$ cat src/rtl/pixel_stream_fifo_if.sv
// Pixel stream handshake bundle: one input beat channel and one output beat
// channel, each with valid/ready.
//   slave  : the FIFO side (accepts in_*, produces out_*)
//   master : the producer/consumer side driving in_* and out_ready_i
interface pixel_stream_fifo_if #(
    parameter int unsigned DATA_WIDTH = 96
) ();
    logic [DATA_WIDTH-1:0] in_data_i;
    logic                  in_valid_i;
    logic                  in_ready_o;
    logic [DATA_WIDTH-1:0] out_data_o;
    logic                  out_valid_o;
    logic                  out_ready_i;

    modport slave (
        input  in_data_i,
        input  in_valid_i,
        output in_ready_o,
        output out_data_o,
        output out_valid_o,
        input  out_ready_i
    );

    modport master (
        output in_data_i,
        output in_valid_i,
        input  in_ready_o,
        input  out_data_o,
        input  out_valid_o,
        output out_ready_i
    );
endinterface

$ cat src/rtl/pixel_stream_fifo.sv
// Length-controlled pixel stream FIFO. A start pulse with a non-zero length
// opens a transfer of len beats; beats are buffered in a DEPTH-entry FIFO whose
// head sits in an output register, and done_o pulses once every beat has been
// delivered.
// Ports:
//   clk_i, rst_ni         clock, asynchronous active-low reset
//   clear_i               synchronous flush back to IDLE
//   start_i, len_i        transfer start pulse and length in beats
//   stream (slave)        in_data/in_valid/in_ready, out_data/out_valid/out_ready
//   busy_o, done_o        transfer in progress / end-of-transfer pulse
//   in_cnt_o, out_cnt_o   beats accepted / delivered in the current transfer
//   full_o, empty_o       FIFO status (empty_o == !out_valid)
module pixel_stream_fifo #(
    parameter int unsigned PIXEL_WIDTH     = 24,
    parameter int unsigned PIXELS_PER_BEAT = 4,
    parameter int unsigned DEPTH           = 8,
    parameter int unsigned LEN_WIDTH       = 16
) (
    input  logic                  clk_i,
    input  logic                  rst_ni,
    input  logic                  clear_i,
    input  logic                  start_i,
    input  logic [LEN_WIDTH-1:0]  len_i,
    pixel_stream_fifo_if.slave    stream,
    output logic                  busy_o,
    output logic                  done_o,
    output logic [LEN_WIDTH-1:0]  in_cnt_o,
    output logic [LEN_WIDTH-1:0]  out_cnt_o,
    output logic                  full_o,
    output logic                  empty_o
);

    localparam int unsigned DATA_WIDTH = PIXEL_WIDTH * PIXELS_PER_BEAT;
    localparam int unsigned AW         = $clog2(DEPTH);
    localparam int unsigned PW         = AW + 1;

    typedef enum logic [1:0] {
        S_IDLE  = 2'd0,
        S_RUN   = 2'd1,
        S_DRAIN = 2'd2,
        S_DONE  = 2'd3
    } state_e;

    state_e                r_state;
    state_e                w_state_nxt;

    logic [DATA_WIDTH-1:0] r_mem [DEPTH];
    logic [PW-1:0]         r_wptr;
    logic [PW-1:0]         r_rptr;
    logic [DATA_WIDTH-1:0] r_out_data;
    logic                  r_out_valid;

    logic [LEN_WIDTH-1:0]  r_len;
    logic [LEN_WIDTH-1:0]  r_in_cnt;
    logic [LEN_WIDTH-1:0]  r_out_cnt;
    logic                  r_zero_done;

    logic [PW-1:0]         w_mem_cnt;
    logic [PW-1:0]         w_occ;
    logic                  w_mem_empty;
    logic                  w_full;
    logic                  w_push;
    logic                  w_pop;
    logic                  w_load;
    logic                  w_in_ready;
    logic                  w_busy;
    logic                  w_done;
    logic                  w_start_run;
    logic                  w_start_zero;

    // Occupancy counts the output register as one entry so total capacity is DEPTH.
    assign w_mem_cnt    = r_wptr - r_rptr;
    assign w_occ        = w_mem_cnt + PW'(r_out_valid);
    assign w_mem_empty  = (r_wptr == r_rptr);
    assign w_full       = (w_occ == PW'(DEPTH));

    assign w_push       = stream.in_valid_i & w_in_ready;
    assign w_pop        = r_out_valid & stream.out_ready_i;
    // Refill the output register whenever it is empty or being drained.
    assign w_load       = ~w_mem_empty & (~r_out_valid | w_pop);

    assign w_start_run  = (r_state == S_IDLE) & start_i & (len_i != '0);
    assign w_start_zero = (r_state == S_IDLE) & start_i & (len_i == '0);

    // FSM state register
    always_ff @(posedge clk_i or negedge rst_ni) begin
        if (!rst_ni) begin
            r_state <= S_IDLE;
        end else begin
            r_state <= w_state_nxt;
        end
    end

    // FSM next-state logic; clear overrides every transition
    always_comb begin
        w_state_nxt = r_state;
        if (clear_i) begin
            w_state_nxt = S_IDLE;
        end else begin
            case (r_state)
                S_IDLE: begin
                    if (w_start_run) begin
                        w_state_nxt = S_RUN;
                    end
                end
                S_RUN: begin
                    if (r_in_cnt == r_len) begin
                        w_state_nxt = S_DRAIN;
                    end
                end
                S_DRAIN: begin
                    if ((r_out_cnt == r_len) && w_mem_empty && !r_out_valid) begin
                        w_state_nxt = S_DONE;
                    end
                end
                S_DONE: begin
                    w_state_nxt = S_IDLE;
                end
                default: begin
                    w_state_nxt = S_IDLE;
                end
            endcase
        end
    end

    // FSM outputs, decoded from registered state only
    always_comb begin
        w_busy     = 1'b0;
        w_done     = r_zero_done;
        w_in_ready = 1'b0;
        case (r_state)
            S_RUN: begin
                w_busy     = 1'b1;
                w_in_ready = ~w_full & (r_in_cnt < r_len);
            end
            S_DRAIN: begin
                w_busy = 1'b1;
            end
            S_DONE: begin
                w_done = 1'b1;
            end
            default: begin
            end
        endcase
    end

    // Transfer length and beat counters
    always_ff @(posedge clk_i or negedge rst_ni) begin
        if (!rst_ni) begin
            r_len       <= '0;
            r_in_cnt    <= '0;
            r_out_cnt   <= '0;
            r_zero_done <= 1'b0;
        end else if (clear_i) begin
            r_len       <= '0;
            r_in_cnt    <= '0;
            r_out_cnt   <= '0;
            r_zero_done <= 1'b0;
        end else begin
            r_zero_done <= w_start_zero;
            if (w_start_run) begin
                r_len     <= len_i;
                r_in_cnt  <= '0;
                r_out_cnt <= '0;
            end else begin
                if (w_push && (r_in_cnt < r_len)) begin
                    r_in_cnt <= r_in_cnt + LEN_WIDTH'(1);
                end
                if (w_pop && (r_out_cnt < r_len)) begin
                    r_out_cnt <= r_out_cnt + LEN_WIDTH'(1);
                end
            end
        end
    end

    // Pointers and registered FIFO head
    always_ff @(posedge clk_i or negedge rst_ni) begin
        if (!rst_ni) begin
            r_wptr      <= '0;
            r_rptr      <= '0;
            r_out_data  <= '0;
            r_out_valid <= 1'b0;
        end else if (clear_i) begin
            r_wptr      <= '0;
            r_rptr      <= '0;
            r_out_data  <= '0;
            r_out_valid <= 1'b0;
        end else begin
            if (w_push) begin
                r_wptr <= r_wptr + PW'(1);
            end
            if (w_load) begin
                r_out_data  <= r_mem[r_rptr[AW-1:0]];
                r_out_valid <= 1'b1;
                r_rptr      <= r_rptr + PW'(1);
            end else if (w_pop) begin
                r_out_valid <= 1'b0;
            end
        end
    end

    // Storage array; contents are qualified by the pointers, so no reset
    always_ff @(posedge clk_i) begin
        if (w_push) begin
            r_mem[r_wptr[AW-1:0]] <= stream.in_data_i;
        end
    end

    assign stream.in_ready_o  = w_in_ready;
    assign stream.out_data_o  = r_out_data;
    assign stream.out_valid_o = r_out_valid;
    assign busy_o             = w_busy;
    assign done_o             = w_done;
    assign in_cnt_o           = r_in_cnt;
    assign out_cnt_o          = r_out_cnt;
    assign full_o             = w_full;
    assign empty_o            = ~r_out_valid;

endmodule

$ cat src/flat_wrapper.sv
// flat-port wrapper written by rule: the top's interface ports become plain ports
module pixel_stream_fifo_flat 
#(
    parameter int unsigned PIXEL_WIDTH     = 24,
    parameter int unsigned PIXELS_PER_BEAT = 4,
    parameter int unsigned DEPTH           = 8,
    parameter int unsigned LEN_WIDTH       = 16
)
  (clk_i, rst_ni, clear_i, start_i, len_i, busy_o, done_o, in_cnt_o, out_cnt_o, full_o, empty_o, stream_in_data_i, stream_in_valid_i, stream_in_ready_o, stream_out_data_o, stream_out_valid_o, stream_out_ready_i);
  pixel_stream_fifo_if #(.DATA_WIDTH(((24) * (4)))) stream_i ();
  input  logic clk_i;
  input  logic rst_ni;
  input  logic clear_i;
  input  logic start_i;
  input  logic [LEN_WIDTH-1:0] len_i;
  output logic busy_o;
  output logic done_o;
  output logic [LEN_WIDTH-1:0] in_cnt_o;
  output logic [LEN_WIDTH-1:0] out_cnt_o;
  output logic full_o;
  output logic empty_o;
  input wire logic [$bits(stream_i.in_data_i)-1:0] stream_in_data_i;
  input wire logic [$bits(stream_i.in_valid_i)-1:0] stream_in_valid_i;
  output wire logic [$bits(stream_i.in_ready_o)-1:0] stream_in_ready_o;
  output wire logic [$bits(stream_i.out_data_o)-1:0] stream_out_data_o;
  output wire logic [$bits(stream_i.out_valid_o)-1:0] stream_out_valid_o;
  input wire logic [$bits(stream_i.out_ready_i)-1:0] stream_out_ready_i;
  assign stream_i.in_data_i = stream_in_data_i;
  assign stream_i.in_valid_i = stream_in_valid_i;
  assign stream_in_ready_o = stream_i.in_ready_o;
  assign stream_out_data_o = stream_i.out_data_o;
  assign stream_out_valid_o = stream_i.out_valid_o;
  assign stream_i.out_ready_i = stream_out_ready_i;
  pixel_stream_fifo #(.PIXEL_WIDTH(PIXEL_WIDTH), .PIXELS_PER_BEAT(PIXELS_PER_BEAT), .DEPTH(DEPTH), .LEN_WIDTH(LEN_WIDTH)) u_core (.clk_i(clk_i), .rst_ni(rst_ni), .clear_i(clear_i), .start_i(start_i), .len_i(len_i), .stream(stream_i), .busy_o(busy_o), .done_o(done_o), .in_cnt_o(in_cnt_o), .out_cnt_o(out_cnt_o), .full_o(full_o), .empty_o(empty_o));
endmodule
$ cat config.mk
export PLATFORM = sky130hd
export DESIGN_NAME = pixel_stream_fifo_flat
export DESIGN_NICKNAME = d
export VERILOG_FILES = /design/src/rtl/pixel_stream_fifo_if.sv /design/src/rtl/pixel_stream_fifo.sv /design/src/flat_wrapper.sv
export SDC_FILE = /design/constraint.sdc
export NUM_CORES = 1
export LEC_CHECK = 0
export BUFFER_PORTS_ARGS = -buffer_cell sky130_fd_sc_hd__buf_2
export CORE_MARGIN = 2
export CORE_UTILIZATION = 60
export DETAILED_ROUTE_END_ITERATION = 10
export PLACE_DENSITY = 0.79
export REMOVE_ABC_BUFFERS = 1
export SLEW_MARGIN = 20
export SYNTH_ARGS = -nofsm -noshare
export SYNTH_HDL_FRONTEND = slang
export SYNTH_SLANG_ARGS = --single-unit
$ cat constraint.sdc
create_clock -name clk_i -period 16.3 [get_ports clk_i]
set_input_delay 4.075 -clock clk_i [delete_from_list [all_inputs] [get_ports clk_i]]
set_output_delay 4.075 -clock clk_i [all_outputs]
set_load 0.02 [all_outputs]
==> results.json, run 1 <==
{
  "status": "completed",
  "area_delta_synth_final_pct": 14.2,
  "fin_cells": 3113,
  "hp-start": "u_core.r_len[4]",
  "critPathMaxFanout": 46,
  "root_buffer": "clkbuf_16",
  "reg2reg_depth": 13,
  "fin_worst_skew_ns": 0.0229,
  "worstPathRequired_ns": 12.23,
  "synth-main-ff-cell": "edfxtp_1",
  "tightest_slew_ns": 1.09,
  "drive_gt1_share_pct": 27.1,
  "cts_hold_buf": 0,
  "setup_viol": 0,
  "core_area_sq_um": 59200,
  "drtAntennaViolNets": 0,
  "synthArstFlopShare_pct": 16.9,
  "synth_warnings": 0,
  "path_clk_slew_ns": 0.06,
  "hold_depth": 2,
  "synthDistinctLibCells": 56,
  "max_slew_margin_pct": 27.4,
  "overflow": 0,
  "min_period_ns": 9.36,
  "grt.total_usage_pct": 27.1,
  "p_per_area_nw_per_um2": 152,
  "cts_sinks": 924,
  "cts_buffers": 91,
  "clockBufferDepth": 3,
  "grt_pass1_vias": 21000,
  "netlist_area_sq_um": 36200,
  "routed_wl_mm": 83.1,
  "min_path_type": "flop to flop",
  "die_h_um": 249,
  "finalInstanceArea_sq_um": 41300,
  "first_pass_iters": 5,
  "start_util_pct": 61.0,
  "rrSetupSlack_ns": 9.36,
  "multiInputGateArea_sq_um": 8650,
  "p_leak_nw": 14.4,
  "io_pins": 252,
  "place_hpwl_mm": 43.6,
  "r2r_start": "u_core.r_rptr[1]",
  "die_w_um": 249,
  "rsz0062_at_grt": "false",
  "synth-seq-cells": 924,
  "hold_end": "u_core.r_len[4]",
  "hold_viol": 0,
  "seqCellArea_sq_um": 27000,
  "drc": 0,
  "cts_tree": "built",
  "viasPerCell": 6.44,
  "placedCellCount": 2933,
  "maxSlewViolCount": 0,
  "first_iter_violations": 2066,
  "irDropWorstVdd_mv": 0.189,
  "ctsHtreeMaxLevel": 3,
  "mostFrequentLayoutCells": "edfxtp_1, buf_2, nand2_1, mux4_2, dfrtp_1",
  "fin_crit_sh_pct": 57.4,
  "num-nets-final": 2419,
  "grt_pass1_wl_mm": 127,
  "die_area_sq_um": 62200,
  "synth_edf_count": 768,
  "post_cts.repair.setup_buffers": 0,
  "clock_latency_ns": 0.64,
  "final_common_cell": "edfxtp_1",
  "ys_seq_area_share_pct": 74.6,
  "syn_area_per_cell_sq_um": 18.1,
  "antenna_found_initial": 15,
  "worst-setup-path-type": "flop to primary output",
  "dpl-instance-area_sq_um": 38200,
  "maxCapViolCount": 0,
  "n_fill_cell": 3600,
  "crit_path_start_kind": "flop",
  "cts_resized": 0,
  "grt_max_degree": 198,
  "routedWlPerCell_um": 26.7,
  "critPathCaptureType": "primary output",
  "r2r_end": "u_core.r_mem[1][89]",
  "vias": 20000,
  "fp-row-count": 89,
  "gp_congestion": 0.878,
  "arrival_ns": 5.28,
  "fmax_mhz": 107,
  "syn_inst": 1998,
  "portBuffers": 251
}
==> flip-flops by register name (all words and copies together) (netlist names) <==
name,count
u_core.stream.out_data_o,96
u_core.out_cnt_o,16
u_core.r_rptr,4
u_core.r_state,2
u_core.r_len,16
u_core.r_mem,768
u_core.stream.out_valid_o,1
u_core.r_wptr,4
u_core.r_zero_done,1
u_core.in_cnt_o,16
==> where the power goes <==
part	switching [mW]	internal (mW)
logic	0.830	0.459
clock network	0.871	1.24
registers	0.118	2.75
==> metrics by stage <==
stage | setup WS [ns] | total power [mW] | util (%) | TNS, ns | hold WS, ns
6_report | 6.94 | 6.26 | 69.7 | 0 | 0.524
5_1_grt | 6.73 | 6.51 | 69.7 | 0 | 0.534
3_5_place_dp | 7.62 | 4.18 | 64.5 | 0 | 0.516
3_3_place_gp | 7.71 | 4.14 | 64.5 | 0 | 0.509
2_1_floorplan | -4.76 | 3.88 | - | -1879.15 | 0.495
4_1_cts | 6.93 | 6.29 | 69.6 | 0 | 0.524
==> kinds of logic (layout without fill, tap and decap cells) <==
kind of cell	after synthesis	after routing	share of synthesized area [%]
multiplexers	197	197	12.1
XOR/XNOR	10	10	0.280
buffers and inverters	151	484	1.66
adder cells (fa/ha/maj)	48	48	1.68
other	0	9	0
AO/OA/AOI/OAI	202	202	4.10
AND/OR/NAND/NOR	466	466	5.59
flip-flops	924	924	74.6
==> Yosys cell counts (20+ instances only) <==
master | instances | area share (%)
edfxtp_1 | 768 | 64
ha_1 | 47 | 1.6
clkbuf_1 | 77 | 0.80
nand2_1 | 237 | 2.5
a311oi_1 | 96 | 2.3
mux4_2 | 192 | 12
a21oi_1 | 52 | 0.72
inv_1 | 32 | 0.33
nor2_1 | 122 | 1.3
nand3_1 | 20 | 0.28
dfrtp_1 | 156 | 11
buf_1 | 23 | 0.24
==> metal layers <==
layer	part of all wire (%)	up-vias	track usage (%)
met5	0.11	-	0
met4	2.5	14	9.48
met3	9.0	148	5.58
met2	51	1039	45.0
met1	38	10400	36.4
li1	-	8467	-
==> critical path, stage by stage (launching register included) <==
cell,delay [ns]
dfrtp_4,0.81
clkinv_2,0.89
ha_1,0.69
inv_1,0.08
fa_1,0.40
xor2_1,0.16
nand3b_1,0.10
a21oi_2,0.05
or4_4,0.68
inv_1,0.45
buf_2,0.26
==> how the worst max path moves through the flow <==
stage | startpoint | cells past startpoint | slack (ns) | to
finish | u_core.r_rptr[1] | 10 | 6.94 | stream_in_ready_o
global route | u_core.r_rptr[1] | 10 | 6.73 | stream_in_ready_o
CTS | u_core.r_rptr[1] | 10 | 6.93 | stream_in_ready_o
detailed placement | u_core.r_rptr[1] | 10 | 7.62 | stream_in_ready_o
global placement | u_core.r_rptr[1] | 10 | 7.71 | stream_in_ready_o
floorplan | u_core.r_rptr[0] | 12 | -4.76 | u_core.r_mem[1][0]
==> final cells by class <==
type                       count  area share (%)
antenna                        9          0.0546
clock buffer                 126            6.26
clock inverter                45            1.10
inverter                      33           0.303
multi-input combinational    923            20.9
sequential                   924            65.3
tap                          773            2.34
timing repair buffer         280            3.65
(Power assumes the default switching activity.)
==> run 2: changes to the inputs <==
--- a/config.mk
+++ b/config.mk
@@ -5,11 +5,12 @@
 export SDC_FILE = /design/constraint.sdc
 export NUM_CORES = 1
 export LEC_CHECK = 0
+export ABC_AREA = 1
 export BUFFER_PORTS_ARGS = -buffer_cell sky130_fd_sc_hd__buf_2
 export CORE_MARGIN = 2
-export CORE_UTILIZATION = 60
+export CORE_UTILIZATION = 55
 export DETAILED_ROUTE_END_ITERATION = 10
-export PLACE_DENSITY = 0.79
+export PLACE_DENSITY = 0.76
 export REMOVE_ABC_BUFFERS = 1
 export SLEW_MARGIN = 20
 export SYNTH_ARGS = -nofsm -noshare
==> constraint.sdc (replaced) <==
create_clock -name clk_i -period 7.95 [get_ports clk_i]
set_input_delay 1.9875 -clock clk_i [delete_from_list [all_inputs] [get_ports clk_i]]
set_output_delay 1.9875 -clock clk_i [all_outputs]
set_load 0.02 [all_outputs]
==> run 2 against run 1 <==
Die area rose by 13%. Sequential cell count did not move. Largest cell class unchanged. Cell area rose by 2.7%. Clock power rose by 93%. Utilization fell by 6.9 points.
==> results.json, run 2 <==
{
  "status": "completed",
  "die_area_sq_um": 70600,
  "worst-setup-path-type": "flop to primary output",
  "min_path_type": "flop to flop",
  "place_hpwl_mm": 45.4,
  "cts_resized": 0,
  "io_pins": 252,
  "synth_top_area_cell": "edfxtp_1",
  "grt_pass1_vias": 24400,
  "portBuffers": 251,
  "synth.top_cell.area_share_pct": 61.2,
  "r2r_start": "u_core.r_rptr[2]",
  "arrival_ns": 3.86,
  "cp_num_cells": 11,
  "rsz0062_at_grt": "false",
  "num-nets-final": 3570,
  "hold_viol": 0,
  "root_buffer": "clkbuf_16",
  "ys_seq_area_share_pct": 71.6,
  "clockBufferDepth": 3,
  "largest_reg_flops": 768,
  "die_h_um": 266,
  "vias": 25500,
  "p_leak_nw": 16.2,
  "postLayoutCoreUtil_pct": 62.8,
  "synth-main-ff-cell": "edfxtp_1",
  "yosysMostFrequentCell": "edfxtp_1",
  "clock_latency_ns": 0.65,
  "final_common_cell": "edfxtp_1",
  "first_iter_violations": 2727,
  "critPathCaptureType": "primary output",
  "drc": 0,
  "syn_inst": 3234,
  "cts_hold_buf": 0,
  "core_area_sq_um": 67500,
  "syn_area_per_cell_sq_um": 11.6,
  "routed_wl_mm": 89.3,
  "synth.top_cells.by_area": "edfxtp_1, dfrtp_1, nand2_1",
  "netlist_area_sq_um": 37700,
  "cts_sinks": 924,
  "maxSlewViolCount": 0,
  "r2r_end": "u_core.r_mem[3][46]",
  "fp-row-count": 95,
  "gp_congestion": 0.854,
  "synth-seq-cells": 924,
  "synth_edf_count": 768,
  "critPathMaxFanout": 97,
  "rrSetupSlack_ns": 2.67,
  "setup_viol": 0,
  "area_delta_synth_final_pct": 12.6,
  "synth_warnings": 0,
  "ctsHtreeMaxLevel": 3,
  "cts_buffers": 90,
  "hold_end": "u_core.stream.out_data_o[51]",
  "crit_buf_inv": 2,
  "drtAntennaViolNets": 0,
  "synthArstFlopShare_pct": 16.9,
  "path_clk_slew_ns": 0.06,
  "crit_path_start_kind": "flop",
  "synthDistinctLibCells": 37,
  "cts_tree": "built",
  "fmax_mhz": 171,
  "min_period_ns": 5.85,
  "cp_cell_sequence": "inv_6 > ha_1 > ha_1 > nand2_1 > nand2_1 > nor2_1 > nand3_1 > nand3_1 > nand2_1 > nor2_2 > buf_2",
  "tns_ns": 0,
  "drive_gt1_share_pct": 12.2,
  "fin_ws_ns": 2.10,
  "n_fill_cell": 5038,
  "maxCapViolCount": 0,
  "dp_slack_ns": 2.71,
  "first_pass_iters": 5,
  "viasPerCell": 5.85,
  "irDropWorstVdd_mv": 0.307,
  "hp-start": "u_core.stream.out_data_o[51]",
  "worstPathRequired_ns": 5.96,
  "grt_max_degree": 255,
  "cp_top_family": "simple AND/OR/NAND/NOR gates",
  "antenna_found_initial": 30,
  "max_stage_delay_ns": 0.74,
  "fin_worst_skew_ns": 0.0270,
  "start_util_pct": 55.8,
  "tightest_slew_ns": 1.24,
  "overflow": 0,
  "hold_depth": 2,
  "max_slew_margin_pct": 17.2,
  "critPathSlowestCell": "dfrtp_4",
  "routedWlPerCell_um": 20.5,
  "post_cts.repair.setup_buffers": 0,
  "die_w_um": 266,
  "grt.total_usage_pct": 25.1,
  "fin_crit_sh_pct": 73.5,
  "crit_top_cell": "nand2_1",
  "yosys-top-cells-count": "edfxtp_1, nand2_1, nor2_1",
  "mostFrequentLayoutCells": "edfxtp_1, nand2_1, nor2_1, o21ai_0, buf_2",
  "grt_pass1_wl_mm": 137,
  "reg2reg_depth": 12,
  "p_per_area_nw_per_um2": 315
}
==> run 2: changes by cell type after synthesis, sizes merged, moves of 46 or more <==
cell,delta
o22ai,+193
a311oi,-96
inv,+46
nand3,+158
mux4,-192
o21ai,+401
clkbuf,+51
nand2,+408
nor2,+329
==> run 2: power breakdown <==
part	internal, mW	switching (mW)
registers	5.65	0.228
logic	0.930	2.46
clock network	2.32	1.76
==> run 2: kinds of logic (layout without fill, tap and decap cells) <==
group	after synthesis	in the layout	synth area share, %
compound gates	631	631	9.08
xor+xnor	14	14	0.326
fa+ha+maj	48	48	1.61
buf+inv	281	526	3.14
flops	924	924	71.6
other cells	0	13	0
simple gates	1336	1336	14.3
==> run 2: tightest hold or removal path, stage by stage (launching register included) <==
cell and delay (ns):
dfrtp_1 0.34, nand3_1 0.08, nand2_1 0.06
==> run 2: area by class of cell <==
class                      instances  area, sq um  area share, %
sequential                       924        27000           63.6
multi-input combinational       2029         9580           22.6
clock buffer                     134         2510           5.92
timing repair buffer             278         1590           3.75
tap                              873         1090           2.58
inverter                          81          327          0.770
clock inverter                    33          308          0.726
antenna                           13         32.5         0.0767
==> run 2: how the worst max path moves through the flow <==
stage / startpoint / end
global placement: u_core.r_rptr[2] / u_core.r_mem[3][87]
floorplan: u_core.r_rptr[0] / u_core.r_rptr[0]
detailed placement: u_core.r_rptr[2] / u_core.r_mem[3][46]
global route: u_core.r_rptr[2] / stream_in_ready_o
finish: u_core.r_rptr[2] / stream_in_ready_o
CTS: u_core.r_rptr[2] / stream_in_ready_o
==> run 2: through the flow <==
step / power [mW] / std cells / cell area, sq um / hold slack, ns
after floorplan: 8.15 / 3034 / 36800 / 0.471
after global routing: 14.0 / 4362 / 42400 / 0.525
final: 13.4 / 4365 / 42400 / 0.504
after CTS: 13.4 / 4351 / 42400 / 0.509
after detailed placement: 9.31 / 4184 / 39500 / 0.489
after global placement: 9.25 / 4184 / 39500 / 0.489
==> run 2: per-layer routing <==
layer	GRT usage, %	wire [um]	vias to the layer above
met5	0	185	-
met4	10.0	2620	28
met3	4.45	6950	177
met2	41.2	43400	1077
met1	33.6	36100	12400
li1	-	-	11800
